$ cat config.mk
export PLATFORM = sky130hd
export DESIGN_NAME = execute_cycle
export DESIGN_NICKNAME = d
export VERILOG_FILES = /design/src/rtl/riscv_pkg.sv /design/src/rtl/execute_cycle_alu.sv /design/src/rtl/execute_cycle.sv
export SDC_FILE = /design/constraint.sdc
export NUM_CORES = 1
export LEC_CHECK = 0
export CAP_MARGIN = 0
export CELL_PAD_IN_SITES_DETAIL_PLACEMENT = 0
export CELL_PAD_IN_SITES_GLOBAL_PLACEMENT = 1
export CORE_MARGIN = 1.5
export CORE_UTILIZATION = 43
export DETAILED_ROUTE_END_ITERATION = 6
export DONT_BUFFER_PORTS = 1
export HOLD_SLACK_MARGIN = 0.15
export PLACE_DENSITY_LB_ADDON = 0.1
export SYNTH_ARGS = -nofsm -noshare
export SYNTH_HDL_FRONTEND = slang
export SYNTH_SLANG_ARGS = --single-unit
export TNS_END_PERCENT = 1
$ cat constraint.sdc
create_clock -name clk -period 5.8 [get_ports clk]
set_input_delay 0.58 -clock clk [delete_from_list [all_inputs] [get_ports clk]]
set_output_delay 0.58 -clock clk [all_outputs]
set_load 0.05 [all_outputs]
$ cat src/rtl/riscv_pkg.sv
// Shared RISC-V pipeline constants: ALU opcodes, forwarding selects,
// branch funct3 codes and the default datapath widths.
package riscv_pkg;

  localparam int XLEN_DEFAULT = 32;
  localparam int REGW_DEFAULT = 5;

  localparam logic [2:0] ALU_ADD = 3'b000;
  localparam logic [2:0] ALU_SUB = 3'b001;
  localparam logic [2:0] ALU_AND = 3'b010;
  localparam logic [2:0] ALU_OR  = 3'b011;
  localparam logic [2:0] ALU_XOR = 3'b100;
  localparam logic [2:0] ALU_SLT = 3'b101;

  localparam logic [1:0] FWD_RF  = 2'b00;
  localparam logic [1:0] FWD_WB  = 2'b01;
  localparam logic [1:0] FWD_MEM = 2'b10;

  localparam logic [2:0] BR_BEQ  = 3'b000;
  localparam logic [2:0] BR_BNE  = 3'b001;
  localparam logic [2:0] BR_BLT  = 3'b100;
  localparam logic [2:0] BR_BGE  = 3'b101;
  localparam logic [2:0] BR_BLTU = 3'b110;
  localparam logic [2:0] BR_BGEU = 3'b111;

endpackage

$ cat src/rtl/execute_cycle_alu.sv
// Combinational ALU for the EX stage. Arithmetic wraps modulo 2^XLEN;
// unused opcodes produce zero.
module alu
  import riscv_pkg::*;
#(
  parameter int XLEN = XLEN_DEFAULT
) (
  input  logic [XLEN-1:0] SrcA,
  input  logic [XLEN-1:0] SrcB,
  input  logic [2:0]      ALUControl,
  output logic [XLEN-1:0] Result,
  output logic            Zero
);

  // Select the operation result; anything undefined yields zero.
  always_comb begin
    Result = '0;
    case (ALUControl)
      ALU_ADD: Result = SrcA + SrcB;
      ALU_SUB: Result = SrcA - SrcB;
      ALU_AND: Result = SrcA & SrcB;
      ALU_OR:  Result = SrcA | SrcB;
      ALU_XOR: Result = SrcA ^ SrcB;
      ALU_SLT: Result = {{(XLEN-1){1'b0}}, ($signed(SrcA) < $signed(SrcB))};
      default: Result = '0;
    endcase
  end

  assign Zero = (Result == '0);

endmodule

$ cat src/rtl/execute_cycle.sv
// EX stage: operand forwarding, ALU, branch/jump resolution, branch
// target, and the EX/MEM pipeline register.
// Optional feature: define BRANCH_EXT_EN for the full funct3 branch
// comparator; otherwise branches are BEQ-only using the ALU zero flag.
module execute_cycle
  import riscv_pkg::*;
#(
  parameter int XLEN = XLEN_DEFAULT,
  parameter int REGW = REGW_DEFAULT
) (
  input  logic            clk,
  input  logic            rst,
  input  logic            RegWriteE,
  input  logic            MemWriteE,
  input  logic            ResultSrcE,
  input  logic            ALUSrcE,
  input  logic            BranchE,
  input  logic            JumpE,
  input  logic [2:0]      ALUControlE,
  input  logic [2:0]      Funct3E,
  input  logic [XLEN-1:0] RD1_E,
  input  logic [XLEN-1:0] RD2_E,
  input  logic [XLEN-1:0] Imm_Ext_E,
  input  logic [REGW-1:0] RD_E,
  input  logic [XLEN-1:0] PCE,
  input  logic [XLEN-1:0] PCPlus4E,
  input  logic [1:0]      ForwardA_E,
  input  logic [1:0]      ForwardB_E,
  input  logic [XLEN-1:0] ResultW,
  output logic            PCSrcE,
  output logic [XLEN-1:0] PCTargetE,
  output logic            RegWriteM,
  output logic            MemWriteM,
  output logic            ResultSrcM,
  output logic [REGW-1:0] RD_M,
  output logic [XLEN-1:0] PCPlus4M,
  output logic [XLEN-1:0] WriteDataM,
  output logic [XLEN-1:0] ALU_ResultM
);

  logic [XLEN-1:0] src_a;
  logic [XLEN-1:0] write_data;
  logic [XLEN-1:0] src_b;
  logic [XLEN-1:0] alu_result;
  logic            zero;

  // Operand A forwarding; select 11 falls back to the register file value.
  always_comb begin
    src_a = RD1_E;
    case (ForwardA_E)
      FWD_WB:  src_a = ResultW;
      FWD_MEM: src_a = ALU_ResultM;
      default: src_a = RD1_E;
    endcase
  end

  // Operand B forwarding; this forwarded value is also the store data.
  always_comb begin
    write_data = RD2_E;
    case (ForwardB_E)
      FWD_WB:  write_data = ResultW;
      FWD_MEM: write_data = ALU_ResultM;
      default: write_data = RD2_E;
    endcase
  end

  assign src_b     = ALUSrcE ? Imm_Ext_E : write_data;
  assign PCTargetE = PCE + Imm_Ext_E;

  alu #(.XLEN(XLEN)) u_alu (
    .SrcA       (src_a),
    .SrcB       (src_b),
    .ALUControl (ALUControlE),
    .Result     (alu_result),
    .Zero       (zero)
  );

`ifdef BRANCH_EXT_EN
  logic taken;
  logic unused_zero;
  assign unused_zero = zero;

  // Dedicated comparator decides the branch condition from funct3.
  always_comb begin
    taken = 1'b0;
    case (Funct3E)
      BR_BEQ:  taken = (src_a == write_data);
      BR_BNE:  taken = (src_a != write_data);
      BR_BLT:  taken = ($signed(src_a) <  $signed(write_data));
      BR_BGE:  taken = ($signed(src_a) >= $signed(write_data));
      BR_BLTU: taken = (src_a <  write_data);
      BR_BGEU: taken = (src_a >= write_data);
      default: taken = 1'b0;
    endcase
  end

  assign PCSrcE = (BranchE & taken) | JumpE;
`else
  logic unused_funct3;
  assign unused_funct3 = ^Funct3E;

  assign PCSrcE = (BranchE & zero) | JumpE;
`endif

  // EX/MEM pipeline register, cleared asynchronously while rst is low.
  always_ff @(posedge clk or negedge rst) begin
    if (!rst) begin
      RegWriteM   <= 1'b0;
      MemWriteM   <= 1'b0;
      ResultSrcM  <= 1'b0;
      RD_M        <= '0;
      PCPlus4M    <= '0;
      WriteDataM  <= '0;
      ALU_ResultM <= '0;
    end else begin
      RegWriteM   <= RegWriteE;
      MemWriteM   <= MemWriteE;
      ResultSrcM  <= ResultSrcE;
      RD_M        <= RD_E;
      PCPlus4M    <= PCPlus4E;
      WriteDataM  <= write_data;
      ALU_ResultM <= alu_result;
    end
  end

endmodule

==> flow_metrics.env, run 1 <==
export IMPL_fin_setup_tns_ns=0
export IMPL_synthesis_area_um2=11700
export IMPL_setup_viol=0
export IMPL_fin_crit_ns=5.78
export IMPL_ios=352
export IMPL_grt_remaining_overflow=0
export IMPL_async_reset_ff_frac=1.00
export IMPL_post_dp_hpwl_um=33900
export IMPL_grt_max_degree=105
export IMPL_dp_cells=2052
export IMPL_syn_instance_count=1534
export IMPL_maxSlewViolCount=0
export IMPL_synth_distinct_cells=93
export IMPL_grtUsageMet1=0.398
export IMPL_die_area_um2=28200
export IMPL_wirelength_um=45300
export IMPL_worstPathMaxFanout=14
export IMPL_cp_slowest_cell="ha_1"
export IMPL_synth_seq_area_share=0.222
export IMPL_powerDensity_nw_per_um2=281
export IMPL_worstSetupStartpointType="primary input"
export IMPL_cp_required_ns=6.07
export IMPL_clk_root_buffer_cell="clkbuf_16"
export IMPL_hold_class="primary input to async pin"
export IMPL_portBuffers=0
export IMPL_status="finished, final reports clean"
export IMPL_top_usage_layer="met2"
export IMPL_grt_pass1_wl_um=66600
export IMPL_grt_setup_unrepaired="true"
export IMPL_cp_end_kind="flip-flop"
export IMPL_synth_top_area_cell="dfrtp_1"
export IMPL_yosys_top_cells_area="dfrtp_1 22%, ha_1 15%, a21oi_1 5.6%"
export IMPL_cpMostUsedCell="buf_4"
export IMPL_numCtsBuffers=9
export IMPL_startpoint="ForwardB_E[0]"
export IMPL_p_leak_nw=7.29
export IMPL_placement_rows=60
export IMPL_synth_warnings=0
export IMPL_totalPowerFinal_mw=4.39
export IMPL_max_freq_mhz=173
export IMPL_met2_usage=0.524
export IMPL_initial_core_util=0.436
export IMPL_final_cells=2138
export IMPL_die_w_um=168
export IMPL_drive_gt1_frac=0.294
export IMPL_synth_most_common_cell="inv_1"
export IMPL_antenna_found_initial=0
export IMPL_post_route_util=0.581
export IMPL_syn_to_final_growth_pct=33.3
export IMPL_cts_buffer_depth=2
export IMPL_gp_congestion=0.932
export IMPL_core_area_um2=26900
export IMPL_firstDrtPassIters=5
export IMPL_ys_top_cells_by_count="146 x inv_1, 144 x nand2_1, 140 x ha_1"
export IMPL_die_h_um=168
export IMPL_syn_num_nets=1892
export IMPL_grt_use_met3=0.0348
export IMPL_antenna_left=0
export IMPL_viasPerCell=5.92
export IMPL_relSlewSlack=0.227
export IMPL_fin_crit_sh=0.997
export IMPL_insertion_delay_ns=0.37
export IMPL_ys_flop_type="dfrtp_1"
export IMPL_synth_enable_flop_cells=0
export IMPL_crit_arrival_ns=6.05
export IMPL_dr_first_iter_drc_count=915
export IMPL_post_route_drc_count=0
export IMPL_cts_max_level=3
export IMPL_critical_path_class="primary input to flip-flop"
export IMPL_slowest_delay_ns=0.31
export IMPL_n_antenna_cell=0
export IMPL_max_cap_viol_count=0
export IMPL_clk_pin_slew_ns=0.09
export IMPL_r2r_start="ALU_ResultM[1]"
export IMPL_timing_hold_violations_final=0
export IMPL_reg2reg_slack_ns=0.12
export IMPL_vdd_drop_max_v=0.000150
export IMPL_cts_sinks=104
export IMPL_cts_tree="done"
export IMPL_wire_per_inst_um=21.2
export IMPL_grt_use_total=0.301
export IMPL_nNetsFinal=2150
export IMPL_finClkSkew_ns=0.00868
export IMPL_num_vias=12700
export IMPL_synth_seq_cells=104
export IMPL_grt_pass1_vias=11700
export IMPL_worst_pin_slew_ns=1.15
export IMPL_synth_avg_cell_area_um2=7.64
export IMPL_synth_top_area_frac=0.222
[cells by family (layout without fill, tap and decap cells)]
kind of cell,after synthesis,in the layout,synth area share
XOR/XNOR,43,43,0.0328
buffers and inverters,236,499,0.0852
multiplexers,8,8,0.00694
adder cells (fa/ha/maj),143,143,0.155
AND/OR/NAND/NOR,439,439,0.176
flip-flops,104,104,0.222
AO/OA/AOI/OAI,561,561,0.322
[placed cells by master (no fill, tap or decap), types with 7 or more instances in the layout]
master     count
xor2_1        11
nor2b_1       22
a21o_1        33
xnor2_1       31
and3_1        11
o21bai_1      16
ha_2          10
o21ai_1       19
a21oi_1      108
a22oi_1       62
o21ai_0       93
ha_1         115
mux2i_1        7
a21oi_2       23
clkbuf_16     10
nand2b_1      21
o21a_1        13
ha_4          15
nor2_1       115
a31oi_1       12
and2_1         7
o21ai_2       23
nor2_2        11
buf_6         12
nand2_1      143
inv_1        142
a211oi_1      13
buf_12        13
nand3_1       20
nor3_1        20
dfrtp_1      104
o211ai_1      32
o31ai_1        7
or2_2          9
buf_4        306
[power breakdown]
part / total, mW / internal (mW) / switching [mW]
Combinational: 2.58 / 1.10 / 1.48
Clock: 0.687 / 0.315 / 0.372
Sequential: 1.12 / 0.816 / 0.305
[state kept, by name, summed over array words and instances, names as in the netlist]
name	cells
ALU_ResultM	32
MemWriteM	1
PCPlus4M	32
RD_M	5
RegWriteM	1
ResultSrcM	1
WriteDataM	32
[stage by stage]
stage,worst slack (ns),area (um2),hold WS [ns]
floorplan,0.0134,11700,0.284
global placement,-0.229,13800,0.287
detailed placement,-0.286,13800,0.287
CTS,0.000904,14700,0.170
global route,-0.148,15600,0.159
finish,0.0168,15600,0.104
[area by class of cell]
cell class	instances	area [um2]
clock inverter	7	93.8
multi-input combinational	1194	8920
fill	2561	11300
timing repair buffer	335	2790
inverter	148	556
sequential	104	2600
tap	341	427
clock buffer	9	225
[critical path, delay by kind of cell]
family / cells / cell delay (ns)
simple gates: 3 / 0.38
fa+ha+maj: 2 / 0.54
buf+inv: 25 / 3.08
xor+xnor: 1 / 0.21
compound gates: 7 / 1.22
[timing repair]
item | CTS | global route
setup endpoints to repair | 1 | 2
resized for setup | 69 | 147
pin swaps | 34 | 58
cloned | 0 | 1
hold buffers | 1 | 0
buffers inserted | 38 | 31
hold endpoints to repair | 104 | 0
[path summary, 6_finish.rpt]
path | endpoint | cells past startpoint
setup / recovery | ALU_ResultM[21] | 38
hold / removal | WriteDataM[25] | 1
setup reg to reg | ALU_ResultM[21] | 38
hold reg to reg | WriteDataM[11] | 4
max in group asynchronous | WriteDataM[18] | 1
min in group clk | RD_M[0] | 0
[layer usage]
metal | vias up | share of wire
met4 | 0 | 0.018
met1 | 6120 | 0.43
li1 | 5985 | -
met2 | 505 | 0.49
met3 | 48 | 0.062
met5 | - | 0
Power figures use the tool's default switching activity.
==> run 2, diff against run 1 <==
Settings changed: CELL_PAD_IN_SITES_DETAIL_PLACEMENT 0 to unset, CELL_PAD_IN_SITES_GLOBAL_PLACEMENT 1 to unset, CORE_UTILIZATION 43 to 51, PLACE_DENSITY set to 0.69, PLACE_DENSITY_LB_ADDON 0.1 to unset.
==> run 2 against run 1 <==
Compared with the run above: the flow now finishes with violations (DRC); combinational power shrank 3%; non-clock buffer count shrank 36; utilization grew 8.4 points.
==> flow_metrics.env, run 2 (synthesis gave the netlist of run 1 again) <==
export IMPL_top_layer_used="met4"
export IMPL_wl_met1_um=18100
export IMPL_grt_pass1_wl_um=65900
export IMPL_fin_crit_ns=5.76
export IMPL_cts_buffer_depth=2
export IMPL_timing_hold_violations_final=0
export IMPL_place_area_um2=13800
export IMPL_wl_met3_um=4080
export IMPL_powerDensity_nw_per_um2=286
export IMPL_viasPerCell=6.17
export IMPL_core_area_um2=22600
export IMPL_cp_required_ns=5.22
export IMPL_clk_pin_slew_ns=0.09
export IMPL_grt_remaining_overflow=0
export IMPL_num_vias=12600
export IMPL_finClkSkew_ns=0.0185
export IMPL_cts_max_level=3
export IMPL_setup_viol=0
export IMPL_nNetsFinal=2114
export IMPL_grt_max_degree=105
export IMPL_p_leak_nw=7.06
export IMPL_ios=352
export IMPL_wire_per_inst_um=21.6
export IMPL_top_regs="ALU_ResultM (32), PCPlus4M (32), WriteDataM (32)"
export IMPL_critical_path_class="primary input to output port"
export IMPL_die_area_um2=23900
export IMPL_antenna_found_initial=1
export IMPL_violations="DRC"
export IMPL_die_h_um=155
export IMPL_die_w_um=155
export IMPL_status="complete, but fails checks"
export IMPL_whs_ns=0.145
export IMPL_worstPathMaxFanout=13
export IMPL_r2r_end="ALU_ResultM[31]"
export IMPL_fin_crit_sh=0.993
export IMPL_portBuffers=0
export IMPL_numCtsBuffers=9
export IMPL_max_freq_mhz=174
export IMPL_post_route_drc_count=3
export IMPL_rr_worst_depth=18
export IMPL_placement_rows=55
export IMPL_layout_common_cells="277 x buf_4, 142 x nand2_1, 141 x inv_1, 124 x nor2_1, 123 x ha_1"
export IMPL_drive_gt1_frac=0.270
export IMPL_worstSetupStartpointType="primary input"
export IMPL_vdd_drop_max_v=0.000155
export IMPL_grt_use_total=0.354
export IMPL_crit_arrival_ns=5.18
export IMPL_insertion_delay_ns=0.38
export IMPL_grt_pass1_vias=12200
export IMPL_worst_pin_slew_ns=1.12
export IMPL_syn_to_final_growth_pct=28.1
export IMPL_hold_class="primary input to async pin"
export IMPL_maxSlewViolCount=0
export IMPL_gp_congestion=0.946
export IMPL_reg2reg_slack_ns=1.61
export IMPL_design_area_um2=15000
export IMPL_wirelength_um=44200
export IMPL_cts_tree="done"
export IMPL_dp_cells=2005
export IMPL_final_cells=2047
export IMPL_initial_core_util=0.519
export IMPL_max_cap_viol_count=0
export IMPL_layout_commonest_cell="buf_4"
export IMPL_relSlewSlack=0.245
export IMPL_cts_sinks=104
export IMPL_r2r_start="ALU_ResultM[3]"
export IMPL_dr_first_iter_drc_count=1053
export IMPL_clk_root_buffer_cell="clkbuf_16"
export IMPL_post_dp_hpwl_um=33700
export IMPL_met2_length_um=20600
export IMPL_antenna_left=0
export IMPL_firstDrtPassIters=7
export IMPL_cp_end_kind="output port"
==> run 2: cell types whose count changed in the layout (fill, tap and decap cells not counted), moves of 4 or more <==
| cell | delta |
|---|---|
| o21ai_2 | -9 |
| buf_12 | -6 |
| buf_4 | -29 |
| o21ai_1 | +7 |
| nor2_4 | -5 |
| nor2_2 | -4 |
| ha_1 | +8 |
| ha_4 | -7 |
| a211oi_2 | +4 |
| nor2_1 | +9 |
==> run 2: worst max-delay path, stage by stage <==
cell and delay [ns]:
inv_2 0.02, ha_4 0.32, buf_12 0.16, nor2_1 0.05, a21oi_1 0.20, o21ai_1 0.10
buf_4 0.15, ha_1 0.32, nor2b_1 0.16, or3_4 0.35, o21ai_4 0.22, nand2_2 0.12
a221oi_2 0.33, o22ai_2 0.14, or3b_1 0.40, or4_4 0.54, or4_4 0.53, o41ai_4 0.29
buf_12 0.18
==> run 2: power breakdown <==
group	switching (mW)	internal, mW	leakage [nW]
clock	0.364	0.316	0.153
sequential	0.286	0.816	1.27
combinational	1.48	1.03	5.64
total	2.13	2.16	7.06
==> run 2: worst max path at each step <==
stage | to | cells after the start | from
after floorplan | PCSrcE | 18 | ForwardA_E[0]
after CTS | PCSrcE | 21 | ForwardB_E[0]
after detailed placement | PCSrcE | 20 | ForwardB_E[0]
after global routing | PCSrcE | 22 | ForwardB_E[1]
final | PCSrcE | 19 | ForwardB_E[0]
after global placement | PCSrcE | 20 | ForwardB_E[0]
==> run 2: final cells by class <==
| type | instances | area, um2 |
|---|---|---|
| timing repair buffer | 299 | 2410 |
| antenna | 1 | 2.50 |
| fill | 1944 | 7570 |
| clock buffer | 9 | 225 |
| sequential | 104 | 2600 |
| clock inverter | 7 | 88.8 |
| inverter | 148 | 556 |
| tap | 285 | 357 |
| multi-input combinational | 1194 | 8760 |
==> run 2: repair_timing <==
item | 4_1_cts | 5_1_grt
setup endpoints to repair | 1 | 1
endpoints found under the hold margin | 104 | 0
pin swaps | 24 | 60
hold buffers | 1 | 0
gates resized for setup | 53 | 122
buffers inserted | 8 | 17
==> run 2: metal layers <==
layer / vias up / GRT usage
met5: - / 0
met4: 0 / 0.140
met3: 95 / 0.0815
met2: 650 / 0.586
met1: 5976 / 0.446
li1: 5899 / -
==> run 2: per-stage QoR <==
stage	TNS [ns]	setup WS, ns	total power, mW	util
floorplan	0	0.0134	2.55	-
global placement	-0.294	-0.294	3.31	0.611
detailed placement	-0.276	-0.276	3.33	0.611
CTS	0	0.00536	4.11	0.640
global route	-0.0505	-0.0505	4.50	0.665
finish	0	0.0434	4.29	0.665
